<file path="config.mk">
export PLATFORM = sky130hd
export DESIGN_NAME = btn_pulse_bank
export DESIGN_NICKNAME = d
export VERILOG_FILES = /design/src/rtl/btn_pulse_bank.sv
export SDC_FILE = /design/constraint.sdc
export NUM_CORES = 1
export LEC_CHECK = 0
export BUFFER_PORTS_ARGS = -buffer_cell sky130_fd_sc_hd__buf_2
export CORE_ASPECT_RATIO = 1.4
export CORE_MARGIN = 1.5
export CORE_UTILIZATION = 41
export DETAILED_ROUTE_END_ITERATION = 6
export PLACE_DENSITY = 0.66
export RECOVER_POWER = 100
export SKIP_LAST_GASP = 1
export SYNTH_ARGS = -nofsm -noshare
export SYNTH_HDL_FRONTEND = slang
export SYNTH_SLANG_ARGS = --single-unit
</file>
<file path="constraint.sdc">
create_clock -name clk -period 3.17 [get_ports clk]
set_input_delay 0 -clock clk [delete_from_list [all_inputs] [get_ports clk]]
set_output_delay 0 -clock clk [all_outputs]
set_load 0.02 [all_outputs]
</file>
<file path="src/rtl/btn_pulse_bank.sv">
// rtl/btn_pulse_bank.sv - N-channel button synchroniser, debouncer and edge/auto-repeat pulse generator
module btn_pulse_bank #(
  parameter int N           = 4,
  parameter int SYNC_STAGES = 2,
  parameter int DEB_CYCLES  = 4,
  parameter int HOLD_CYCLES = 16,
  parameter int REP_CYCLES  = 8
) (
  input  logic         clk,
  input  logic         rst,
  input  logic [N-1:0] bi,
  input  logic [1:0]   mode,
  output logic [N-1:0] bo,
  output logic [N-1:0] level,
  output logic         any_pulse
);

  localparam int DW   = $clog2(DEB_CYCLES + 1);
  localparam int RMAX = (HOLD_CYCLES > REP_CYCLES) ? HOLD_CYCLES : REP_CYCLES;
  localparam int RW   = $clog2(RMAX + 1);

  localparam logic [DW-1:0] DEB_N  = DW'(DEB_CYCLES);
  localparam logic [RW-1:0] HOLD_N = RW'(HOLD_CYCLES);
  localparam logic [RW-1:0] REP_N  = RW'(REP_CYCLES);

  typedef enum logic [1:0] {
    IDLE   = 2'd0,
    HELD   = 2'd1,
    REPEAT = 2'd2
  } state_t;

  logic press_en;
  logic rel_en;
  logic rep_en;

  assign press_en = (mode != 2'b01);
  assign rel_en   = (mode == 2'b01) || (mode == 2'b10);
  assign rep_en   = (mode == 2'b11);

  logic [N-1:0] pulse_d;

  for (genvar i = 0; i < N; i++) begin : g_ch
    logic [SYNC_STAGES-1:0] sync_q;
    logic [DW-1:0]          dcnt_q;
    logic                   lvl_q;
    logic                   s;
    state_t                 st_q;
    state_t                 st_d;
    logic [RW-1:0]          rc_q;
    logic [RW-1:0]          rc_d;
    logic [RW-1:0]          rc_inc;
    logic                   pulse;

    assign s = sync_q[SYNC_STAGES-1];

    always_ff @(posedge clk or negedge rst) begin
      if (!rst) begin
        sync_q <= '0;
        dcnt_q <= '0;
        lvl_q  <= 1'b0;
        st_q   <= IDLE;
        rc_q   <= '0;
      end else begin
        sync_q <= {sync_q[SYNC_STAGES-2:0], bi[i]};
        if (s == lvl_q) begin
          dcnt_q <= '0;
        end else if (dcnt_q + DW'(1) == DEB_N) begin
          lvl_q  <= ~lvl_q;
          dcnt_q <= '0;
        end else begin
          dcnt_q <= dcnt_q + DW'(1);
        end
        st_q <= st_d;
        rc_q <= rc_d;
      end
    end

    // Saturating increment keeps the repeat counter from wrapping.
    assign rc_inc = (rc_q == {RW{1'b1}}) ? rc_q : rc_q + RW'(1);

    always_comb begin
      st_d  = st_q;
      rc_d  = rc_q;
      pulse = 1'b0;
      case (st_q)
        IDLE: begin
          rc_d = '0;
          if (lvl_q) begin
            st_d  = HELD;
            pulse = press_en;
          end
        end
        HELD: begin
          if (!lvl_q) begin
            st_d  = IDLE;
            rc_d  = '0;
            pulse = rel_en;
          end else if (rep_en) begin
            if (rc_inc == HOLD_N) begin
              st_d  = REPEAT;
              rc_d  = '0;
              pulse = 1'b1;
            end else begin
              rc_d = rc_inc;
            end
          end else begin
            rc_d = '0;
          end
        end
        REPEAT: begin
          // Release wins over a coincident repeat match.
          if (!lvl_q) begin
            st_d  = IDLE;
            rc_d  = '0;
            pulse = rel_en;
          end else if (!rep_en) begin
            st_d = HELD;
            rc_d = '0;
          end else if (rc_inc == REP_N) begin
            rc_d  = '0;
            pulse = 1'b1;
          end else begin
            rc_d = rc_inc;
          end
        end
        default: begin
          st_d = IDLE;
          rc_d = '0;
        end
      endcase
    end

    assign pulse_d[i] = pulse;
    assign level[i]   = lvl_q;
  end

  always_ff @(posedge clk or negedge rst) begin
    if (!rst) begin
      bo        <= '0;
      any_pulse <= 1'b0;
    end else begin
      bo        <= pulse_d;
      any_pulse <= |pulse_d;
    end
  end

endmodule
</file>
==> key figures, run 1 <==
CTS
  • CTS Buf Count: 9
  • Clock sink count: 57
  • Skew-Pair Late Insertion Delay: 330 ps
  • CTS max path bufs: 2
  • Post-CTS resize count: 0
  • Post-CTS Setup Repair Bufs: 0
  • CTS root buf: clkbuf_16
  • H-tree depth: 3
  • Hold buffer count at cts: 5
  • TritonCTS clock tree: yes
  • Reg clk slew, reported paths: 50 ps

Detailed routing
  • DRC errors left: 0
  • DR WL/cell: 13.8 microns
  • Drt initial violations: 131
  • Final ANT Viol Nets: 0
  • DRT Pass-1 Iters: 4
  • Routed WL: 6590 microns
  • Avg Vias per Cell: 5.60
  • Total number of vias: 2665

Place
  • Port bufs: 16
  • GPL Wtd Cong: 0.800
  • Dpl hpwl: 4720 microns
  • Placed insts: 457

Floorplan
  • I/O pins: 17
  • Die area: 8850 sq um
  • Die Span X: 79.9 microns
  • Core Rows: 39
  • Core Area: 8100 sq um
  • Initial Util: 41.9%
  • Chip height: 111 microns

Run
  • Max Cap Violations: 1

Pwr
  • Tot Pwr: 2530 uW
  • Power Internal: 1710 uW
  • Flop pwr share: 39.2%
  • Leak: 0.00167 uW
  • Clock share of power: 34.2%
  • P_sw: 821 uW
  • PwrDens: 662 nW/um^2
  • Peak supply drop: 0.343 mV
  • Combinational power share: 26.6%
  • Switching part of the total power: 32.4%

STA
  • Final Hold Fails: 0
  • Finish-stage setup viols: 0
  • Final max-slew violation count: 38
  • Final worst path period need: 2430 ps
  • Fmax achieved: 412 MHz
  • Worst slew margin: -28.8%
  • Worst-Margin Slew: 1930 ps
  • Clock skew: 6.43 ps
  • Final period util: 76.6%
  • Final TNS setup: 0 ps
  • RSZ-0062 raised after global routing: false

Logic synthesis
  • EDFF count, synth: 0
  • Cells after Synth: 354
  • Largest area contributor in the netlist: dfrtp_1
  • FF+latch count, synth: 57
  • Most used DFF post-synth: dfrtp_1
  • Seq/Total Area, Yosys: 42.0%
  • Syn_area_per_cell: 9.60 sq um
  • Area share of the largest cell type after synthesis: 42.0%
  • Most frequent cell after synthesis: dfrtp_1
  • Commonest cells post-synth: 57 x dfrtp_1, 31 x ha_1, 26 x nand2_1, 24 x nor2_1, 22 x a21oi_1
  • Synth async-reset ratio: 100%
  • Largest cells by area after synthesis: dfrtp_1 42%, ha_1 11%, a21oi_1 3.2%, nand2_1 2.9%, nor3_1 2.7%
  • Synthesized area: 3400 sq um
  • Synth unique cells: 57
  • Syn Nets: 393
  • Syn. warnings: 0

Cells and area
  • Fin cells: 476
  • ANT cells: 0
  • Final net count: 410
  • Final core occ: 47.1%
  • Share of layout cells above drive strength 1: 8.56%
  • Syn-to-layout area delta: 12.4%

Min path
  • Worst Hold Class: in -> reg

Global routing
  • Initial antenna violation count: 0
  • GRT Total Usage: 16.5%
  • First-pass GRT wire length: 11400 microns
  • Largest net degree at the start of global routing: 38
  • Total gr overflow: 0
  • Vias in the first global route: 2556

Setup path
  • Ordered cell list for the critical path: ha_1, nand4_1, mux2i_1, o211ai_1, nor3_1, a311o_1, or4_1
  • CP Class: reg -> reg
  • Worst EP required: 3360 ps
  • Worst Setup Start Kind: register
  • Arrival @ worst endpoint: 2620 ps
  • Crit end category: register
  • CP peak stage delay: 510 ps
  • CP max-delay cell: or4_1
  • Crit Path Max Fanout: 7

Run status
  • Result of the run: finished with violations
  • Violated checks: capacitance limit, slew limit
## layer usage
layer / global-route usage (%) / wire, microns
met4: 7.24 / 132
met5: 0 / 0
met2: 27.2 / 3340
met3: 4.20 / 239
met1: 20.1 / 2880
## state kept, by name, indices dropped and copies added, names as in the netlist
signal and flops:
g_ch.rc_q 20, g_ch.dcnt_q 12, g_ch.st_q 8, g_ch.sync_q 8
bo 4, g_ch.lvl_q 4, any_pulse 1
## power groups by stage
| stage | registers, uW | logic [uW] | clock network [uW] |
|---|---|---|---|
| detailed placement | 1000 | 679 | 0 |
| floorplan | 971 | 544 | 0 |
| global route | 1010 | 772 | 938 |
| CTS | 992 | 690 | 892 |
| global placement | 993 | 658 | 0 |
| finish | 991 | 672 | 866 |
## area by class of cell
cell class | instances | area (sq um)
sequential | 57 | 1430
fill | 810 | 4280
inverter | 19 | 71.3
clock buffer | 14 | 264
timing repair buffer | 22 | 123
tap | 102 | 128
multi-input combinational | 262 | 1810
## final timing paths
check	endpoint	slack [ps]	startpoint	cells after the start
max	any_pulse	740	g_ch[2].rc_q[0]	7
min in group asynchronous	g_ch[1].dcnt_q[2]	760	rst	2
min	g_ch[0].sync_q[0]	320	bi[0]	2
max reg2reg	any_pulse	740	g_ch[2].rc_q[0]	7
min reg2reg	g_ch[1].sync_q[1]	340	g_ch[1].sync_q[0]	0
max in group asynchronous	g_ch[3].st_q[1]	990	rst	3
## metrics by stage
step	cell area, sq um	setup slack, ps	hold WS [ps]
global route	3820	516	310
CTS	3850	792	304
floorplan	3400	987	-296
detailed placement	3530	807	110
finish	3820	743	316
global placement	3530	894	108
## worst max-delay path, delay by kind of cell, from the launching register on
family,cells,cell delay [ps]
mux,1,200
flops,1,440
fa+ha+maj,1,270
simple gates,3,830
compound gates,2,550
## kinds of logic after synthesis
logic type / Yosys count / synth area share, %
muxes: 10 / 3.24
adders and majority gates: 31 / 11.4
xor gates and xnor gates: 10 / 2.58
AOI/OAI and AO/OA: 82 / 16.5
buffers and inverters: 35 / 4.46
DFF: 57 / 42.0
and+or+nand+nor: 129 / 19.8
## layout by cell type (no fill, tap or decap), types with 3 or more instances in the layout
cell / Yosys / final
dfrtp_1: 57 / 57
ha_1: 31 / 31
nand2_1: 26 / 26
nor2_1: 24 / 24
a21oi_1: 22 / 22
inv_1: 19 / 19
nor3_1: 18 / 19
clkbuf_1: 6 / 13
nand3_1: 11 / 11
a31oi_1: 10 / 10
o21ai_0: 8 / 9
clkbuf_16: 0 / 9
nand4_1: 7 / 7
xnor2_1: 7 / 7
nor3b_1: 7 / 7
or2_2: 6 / 6
buf_2: 4 / 6
nand3b_1: 5 / 5
mux2i_1: 4 / 5
nor2b_1: 5 / 5
mux2_2: 5 / 5
dlygate4sd3_1: 0 / 5
and2_1: 5 / 4
o211ai_1: 3 / 4
a211oi_1: 4 / 4
and3_1: 4 / 4
o221ai_1: 4 / 4
xor2_1: 3 / 3
o22ai_1: 3 / 3
No activity file was read; power rests on OpenSTA's default activity.
==> run 2: changes to the inputs <==
--- a/config.mk
+++ b/config.mk
@@ -5,12 +5,13 @@
 export SDC_FILE = /design/constraint.sdc
 export NUM_CORES = 1
 export LEC_CHECK = 0
+export ABC_AREA = 1
 export BUFFER_PORTS_ARGS = -buffer_cell sky130_fd_sc_hd__buf_2
 export CORE_ASPECT_RATIO = 1.4
 export CORE_MARGIN = 1.5
 export CORE_UTILIZATION = 41
 export DETAILED_ROUTE_END_ITERATION = 6
-export PLACE_DENSITY = 0.66
+export PLACE_DENSITY = 0.68
 export RECOVER_POWER = 100
 export SKIP_LAST_GASP = 1
 export SYNTH_ARGS = -nofsm -noshare
==> constraint.sdc (replaced) <==
create_clock -name clk -period 2.08 [get_ports clk]
set_input_delay 0 -clock clk [delete_from_list [all_inputs] [get_ports clk]]
set_output_delay 0 -clock clk [all_outputs]
set_load 0.02 [all_outputs]
==> key figures, run 2 <==
Setup path
  • Worst EP required: 2280 ps (-1080 ps)
  • Worst Setup Start Kind: register
  • Delay-heaviest family, CP: simple AND/OR/NAND/NOR gates
  • Arrival @ worst endpoint: 2030 ps (-590 ps)
  • Ordered cell list for the critical path: ha_1, xnor2_1, nand2_1, nor2_1, nand4_1, nand3_1, nand2_1, nand2_1, o21ai_1
  • CP Class: reg -> reg
  • Crit end category: register
  • CP peak stage delay: 430 ps (-80 ps)
  • Crit Path Max Fanout: 6 (-1)
  • Buf+Inv Stages, Crit Path: 0 (unchanged)
  • CP max-delay cell: dfrtp_1
  • Most frequent cell on the critical path: nand2_1

Logic synthesis
  • Area share of the largest cell type after synthesis: 40.5% (-1.5 points)
  • FF+latch count, synth: 57 (unchanged)
  • Seq/Total Area, Yosys: 40.5% (-1.5 points)
  • Post-synthesis xor/xnor area fraction: 2.49% (-0.092 points)
  • Main combinational cell family by area after synthesis: simple AND/OR/NAND/NOR gates
  • Commonest cells post-synth: 102 x nand2_1, 74 x inv_1, 57 x dfrtp_1, 32 x nor2_1, 31 x ha_1
  • Most frequent cell after synthesis: nand2_1
  • Synth unique cells: 32 (-44%)
  • Synth async-reset ratio: 100% (unchanged)
  • Synthesized area: 3520 sq um (+3.7%)
  • Most used DFF post-synth: dfrtp_1
  • Syn Nets: 474 (+21%)
  • Cells after Synth: 435 (+23%)
  • Compound-Gate Fraction of Synth Area: 6.82% (-9.7 points)
  • Adder-Cell Fraction of Synth Area: 11.0% (-0.41 points)
  • Mux contribution to synthesized area: 0% (-3.2 points)
  • EDFF count, synth: 0 (unchanged)
  • Largest cells by area after synthesis: dfrtp_1 40%, ha_1 11%, nand2_1 11%, inv_1 7.9%, nand3_1 3.4%
  • Simple-Gate Fraction of Synth Area: 29.9% (+10 points)
  • Largest area contributor in the netlist: dfrtp_1
  • Syn. warnings: 0 (unchanged)
  • Syn_area_per_cell: 8.10 sq um (-16%)

Cells and area
  • Commonest non-fill, non-tap cell in the layout: nand2_1
  • Syn-to-layout area delta: 12.1%
  • ANT cells: 0 (unchanged)
  • Fill cells: 816 (+0.74%)
  • Fin cells: 564 (+18%)
  • Final net count: 500 (+22%)
  • Largest Register: g_ch.rc_q
  • Final core occ: 47.9% (+0.74 points)
  • Commonest cells after routing, fill and taps aside: 107 x nand2_1, 74 x inv_1, 57 x dfrtp_1
  • Largest regs: g_ch.rc_q: 20 flops, g_ch.dcnt_q: 12 flops
  • Fin area: 3950 sq um (+3.4%)
  • Share of layout cells above drive strength 1: 10.2% (+1.6 points)
  • Largest register FFs: 20 (unchanged)

STA
  • Clock skew: 6.99 ps (+0.552 ps)
  • Worst hold slack: 319 ps (+3.74 ps)
  • RSZ-0062 raised after global routing: false
  • Worst slew margin: 26.3% (+55 points)
  • Final worst path period need: 1830 ps (-595 ps)
  • Final max-slew violation count: 0 (-100%)
  • Worst-Margin Slew: 1110 ps (-826 ps)
  • Final Hold Fails: 0 (unchanged)
  • Fmax achieved: 546 MHz (+32%)
  • Final period util: 88.1% (+12 points)
  • Final TNS setup: 0 ps (unchanged)
  • Finish-stage setup viols: 0 (unchanged)

Place
  • Placed insts: 547 (+20%)
  • GPL Wtd Cong: 0.859 (+7.4%)
  • Dpl hpwl: 5060 microns (+7.2%)
  • Placed cell area: 3710 sq um (+5.0%)
  • Port bufs: 16 (unchanged)

CTS
  • CTS root buf: clkbuf_16
  • CTS max path bufs: 2 (unchanged)
  • CTS Buf Count: 9 (unchanged)
  • Post-CTS resize count: 0 (unchanged)
  • Reg clk slew, reported paths: 50 ps (about the same)
  • Clock sink count: 57 (unchanged)
  • H-tree depth: 3 (unchanged)
  • TritonCTS clock tree: yes
  • Skew-Pair Late Insertion Delay: 320 ps (about the same)

Detailed routing
  • DRT Pass-1 Iters: 4 (unchanged)
  • Routed WL: 6750 microns (+2.4%)
  • Final ANT Viol Nets: 0 (unchanged)
  • Drt initial violations: 159 (+21%)
  • DR WL/cell: 12.0 microns (-14%)
  • Avg Vias per Cell: 4.96 (-11%)
  • DRC errors left: 0 (unchanged)
  • Total number of vias: 2800 (+5.1%)

Global routing
  • Vias in the first global route: 2799 (+9.5%)
  • GRT Total Usage: 16.5% (-0.056 points)
  • Largest net degree at the start of global routing: 40 (+5.3%)
  • Initial antenna violation count: 0 (unchanged)
  • Total gr overflow: 0 (unchanged)
  • First-pass GRT wire length: 11700 microns (+1.9%)

Run status
  • Result of the run: finished clean

Floorplan
  • Die Span X: 81.3 microns (+1.8%)
  • Initial Util: 42.7% (+0.77 points)
  • Core Rows: 39 (unchanged)
  • Core Area: 8250 sq um (+1.8%)
  • I/O pins: 17 (unchanged)
  • Chip height: 113 microns (+1.8%)
  • Die area: 9160 sq um (+3.6%)

Run
  • Max Cap Violations: 0 (-1)

Pwr
  • PwrDens: 1080 nW/um^2 (+63%)
  • Leak: 0.00197 uW (+18%)
  • Peak supply drop: 0.509 mV (+48%)

Min path
  • Worst Hold Class: in -> reg
## run 2: changes by cell type after synthesis, moves of 6 or more
cell / delta
nor3_1: -12
inv_1: +55
nor2_2: +9
nand3_2: +7
nand2_1: +76
or2_2: -6
nor3b_1: -6
nor2_1: +8
nand2_2: +14
a31oi_1: -9
nand3_1: +13
## run 2: what timing repair did
item / CTS / global route
endpoints found under the hold margin: 22 / 0
hold buffers: 5 / 0
buffers inserted: 0 / 0
## run 2: metal layers
metal  vias to the layer above  wire, microns  global-route usage [%]
met5                         -              0                       0
met4                         0            108                    7.01
met3                         7            163                    3.90
met2                        37           3540                    28.9
met1                      1326           2930                    18.6
li1                       1430              -                       -
## run 2: final cells by class
class	count	area, sq um	share of cell area, %
clock buffers	11	253	6.40
clock inverters	1	5.00	0.127
inverters	74	278	7.04
multi-input cells	296	1730	43.7
flip-flops and latches	57	1430	36.1
well taps	102	128	3.23
repair buffers	23	133	3.36
## run 2: logic make-up after synthesis
| kind of cell | after synthesis |
|---|---|
| AND/OR/NAND/NOR | 213 |
| buffers and inverters | 82 |
| flip-flops | 57 |
| AO/OA/AOI/OAI | 42 |
| adder cells (fa/ha/maj) | 31 |
| XOR/XNOR | 10 |
## run 2: path summary, 6_finish.rpt
| check | cells past startpoint | from | endpoint | slack [ps] |
|---|---|---|---|---|
| worst min register to register | 0 | g_ch[1].sync_q[0] | g_ch[1].sync_q[1] | 340 |
| worst max-delay path | 9 | g_ch[3].rc_q[0] | g_ch[3].st_q[0] | 250 |
| worst max register to register | 9 | g_ch[3].rc_q[0] | g_ch[3].st_q[0] | 250 |
| worst min-delay path | 2 | bi[0] | g_ch[0].sync_q[0] | 320 |
| max in group asynchronous | 3 | rst | g_ch[3].rc_q[2] | 470 |
| min in group asynchronous | 2 | rst | g_ch[0].rc_q[2] | 400 |
## run 2: metrics by stage
step,total power [uW],worst slack [ps]
final,4250,247
after global routing,4590,67.9
after CTS,4340,301
after detailed placement,3020,330
after global placement,2970,391
after floorplan,2700,499
## run 2: power breakdown
group          internal [uW]  total, uW  switching (uW)  leakage [uW]
registers               1340       1570             227      0.000749
logic                    519       1400             878       0.00109
clock network            837       1280             446      0.000129
==> run 3: changes to the inputs <==
--- a/config.mk
+++ b/config.mk
@@ -5,7 +5,7 @@
 export SDC_FILE = /design/constraint.sdc
 export NUM_CORES = 1
 export LEC_CHECK = 0
-export ABC_AREA = 1
+export ABC_CLOCK_PERIOD_IN_PS = 2080
 export BUFFER_PORTS_ARGS = -buffer_cell sky130_fd_sc_hd__buf_2
 export CORE_ASPECT_RATIO = 1.4
 export CORE_MARGIN = 1.5
@@ -13,6 +13,7 @@
 export DETAILED_ROUTE_END_ITERATION = 6
 export PLACE_DENSITY = 0.68
 export RECOVER_POWER = 100
+export SETUP_SLACK_MARGIN = 0.1
 export SKIP_LAST_GASP = 1
 export SYNTH_ARGS = -nofsm -noshare
 export SYNTH_HDL_FRONTEND = slang
==> key figures, run 3 (synthesis gave the netlist of run 1 again) <==
Run status
  • Result of the run: finished with violations
  • Violated checks: capacitance limit, slew limit, setup timing

Detailed routing
  • Drt initial violations: 145 (-8.8%)
  • Total number of vias: 2871 (+2.5%)
  • Met3 wire length: 223 microns (+37%)
  • DR top layer: met4
  • DR WL/cell: 14.7 microns (+23%)
  • Routed WL: 7610 microns (+13%)
  • DRC errors left: 0 (unchanged)
  • Avg Vias per Cell: 5.56 (+12%)
  • DRT Pass-1 Iters: 4 (unchanged)
  • Met2 WL: 4220 microns (+19%)
  • Final ANT Viol Nets: 0 (unchanged)
  • Post-Route M1 WL: 2960 microns (+0.89%)

Pwr
  • PwrDens: 963 nW/um^2 (-11%)
  • Leak: 0.00189 uW (-4.1%)
  • Tot Pwr: 4110 uW (-3.4%)
  • Peak supply drop: 0.554 mV (+8.7%)
  • P_sw: 1340 uW (-14%)
  • Flop pwr share: 36.4% (-0.6 points)
  • Switching part of the total power: 32.5% (-4.0 points)
  • Power Internal: 2770 uW (+2.6%)
  • Combinational power share: 28.0% (-4.9 points)
  • Clock share of power: 35.6% (+5.4 points)

Floorplan
  • Initial Util: 41.9% (-0.77 points)
  • Chip height: 111 microns (-1.7%)
  • I/O pins: 17 (unchanged)
  • Die Span X: 79.9 microns (-1.7%)
  • Core Rows: 39 (unchanged)
  • Die area: 8850 sq um (-3.4%)
  • Core Area: 8100 sq um (-1.8%)

STA
  • Final period util: 103% (+15 points)
  • Final Hold Fails: 0 (unchanged)
  • Finish-stage setup viols: 2 (+2)
  • Fmax achieved: 465 MHz (-15%)
  • Clock skew: 6.83 ps (-0.158 ps)
  • RSZ-0062 raised after global routing: true
  • Setup ws final: -71.5 ps (-319 ps)
  • Final max-slew violation count: 29 (+29)
  • Worst-Margin Slew: 1670 ps (+565 ps)
  • Worst slew margin: -11.4% (-38 points)
  • Final worst path period need: 2150 ps (+319 ps)

CTS
  • Clock sink count: 57 (unchanged)
  • H-tree depth: 3 (unchanged)
  • TritonCTS clock tree: yes
  • Skew-Pair Late Insertion Delay: 330 ps (about the same)
  • CTS Buf Count: 9 (unchanged)
  • Reg clk slew, reported paths: 50 ps (about the same)
  • CTS root buf: clkbuf_16
  • CTS max path bufs: 2 (unchanged)

Cells and area
  • Share of layout cells above drive strength 1: 22.5% (+12 points)
  • Syn-to-layout area delta: 25.5%
  • ANT cells: 0 (unchanged)
  • Final core occ: 52.6% (+4.8 points)
  • Commonest non-fill, non-tap cell in the layout: dfrtp_1
  • Largest regs: g_ch.rc_q: 20 flops, g_ch.dcnt_q: 12 flops
  • Final net count: 448 (-10%)
  • Fin cells: 516 (-8.5%)
  • Largest Register: g_ch.rc_q
  • Commonest cells after routing, fill and taps aside: 55 x dfrtp_1, 36 x buf_4, 29 x ha_1
  • Largest register FFs: 20 (unchanged)

Run
  • Max Cap Violations: 1 (+1)

Setup path
  • Crit Path Max Fanout: 5 (-1)
  • Crit end category: register
  • Startpoint of the worst register-to-register path: g_ch[3].rc_q[1]
  • Arrival @ worst endpoint: 2350 ps (+320 ps)
  • R2R setup slack: -70 ps (-320 ps)
  • R2R depth: 7 (-2)
  • CP Class: reg -> reg
  • FF-to-FF End: any_pulse
  • Worst Setup Start Kind: register
  • Worst EP required: 2280 ps (about the same)

Place
  • GPL Wtd Cong: 0.852 (-0.85%)
  • Dpl hpwl: 5140 microns (+1.5%)
  • Placed insts: 479 (-12%)
  • Port bufs: 16 (unchanged)
  • Place WS: -18.7 ps (-348 ps)

Global routing
  • Largest net degree at the start of global routing: 30 (-25%)
  • Total gr overflow: 0 (unchanged)
  • First-pass GRT wire length: 13100 microns (+12%)
  • Vias in the first global route: 2954 (+5.5%)
  • Initial antenna violation count: 0 (unchanged)
  • GRT Total Usage: 18.5% (+2.0 points)

Min path
  • Worst Hold Class: in -> reg
  • Hold path start: bi[0]
  • WHS Path Cells: 2 (unchanged)
  • Worst min-delay path endpoint: g_ch[0].sync_q[0]
==> run 3: stage by stage <==
| step | setup TNS (ps) | instance area (sq um) | hold WS [ps] |
|---|---|---|---|
| global placement | 0 | 3730 | 85.1 |
| detailed placement | -26.8 | 3730 | 78.8 |
| global route | -377 | 4260 | 314 |
| finish | -119 | 4260 | 309 |
| floorplan | 0 | 3410 | -296 |
| CTS | 0 | 4210 | 270 |
==> run 3: critical path: stages, from the launching register on <==
cell and delay (ps):
dfrtp_1 380, ha_1 240, and3_1 250, nor3b_2 180, o221ai_1 210, o311a_1 210
nor2_1 50, or4_1 500
==> run 3: worst max-delay path by stage <==
stage	start	end	slack, ps
after floorplan	g_ch[2].rc_q[0]	g_ch[2].st_q[0]	60
after global placement	g_ch[1].rc_q[1]	any_pulse	2
after detailed placement	g_ch[2].rc_q[1]	g_ch[2].st_q[0]	-20
after CTS	g_ch[2].rc_q[0]	g_ch[2].st_q[0]	20
after global routing	g_ch[0].rc_q[1]	any_pulse	-150
final	g_ch[3].rc_q[1]	any_pulse	-70
==> run 3: power by group through the flow <==
stage / combinational (uW) / clock [uW] / sequential [uW]
CTS: 1170 / 1480 / 1490
detailed placement: 1130 / 0 / 1510
global placement: 1080 / 0 / 1490
global route: 1320 / 1540 / 1530
finish: 1150 / 1460 / 1500
floorplan: 830 / 0 / 1480
==> run 3: cell type report <==
type / instances / area [sq um]
Clock buffer: 11 / 243
Clock inverter: 5 / 55.1
Fill cell: 760 / 3840
Inverter: 19 / 71.3
Multi-Input combinational cell: 262 / 1920
Sequential cell: 57 / 1430
Tap cell: 102 / 128
Timing Repair Buffer: 60 / 415
==> run 3: timing repair <==
action / 4_1_cts / 5_1_grt
buffers inserted: 14 / 3
endpoints found under the hold margin: 32 / 0
gates resized for setup: 5 / 17
hold buffers: 5 / 0
pin swaps: 7 / 11
gates cloned: 0 / 0
endpoints found under the setup margin: 4 / 10
==> run 3: layer usage <==
layer	vias to the layer above	GRT usage (%)
met5	-	0
met2	49	32.9
met4	0	10.3
li1	1390	-
met3	19	3.13
met1	1413	20.1
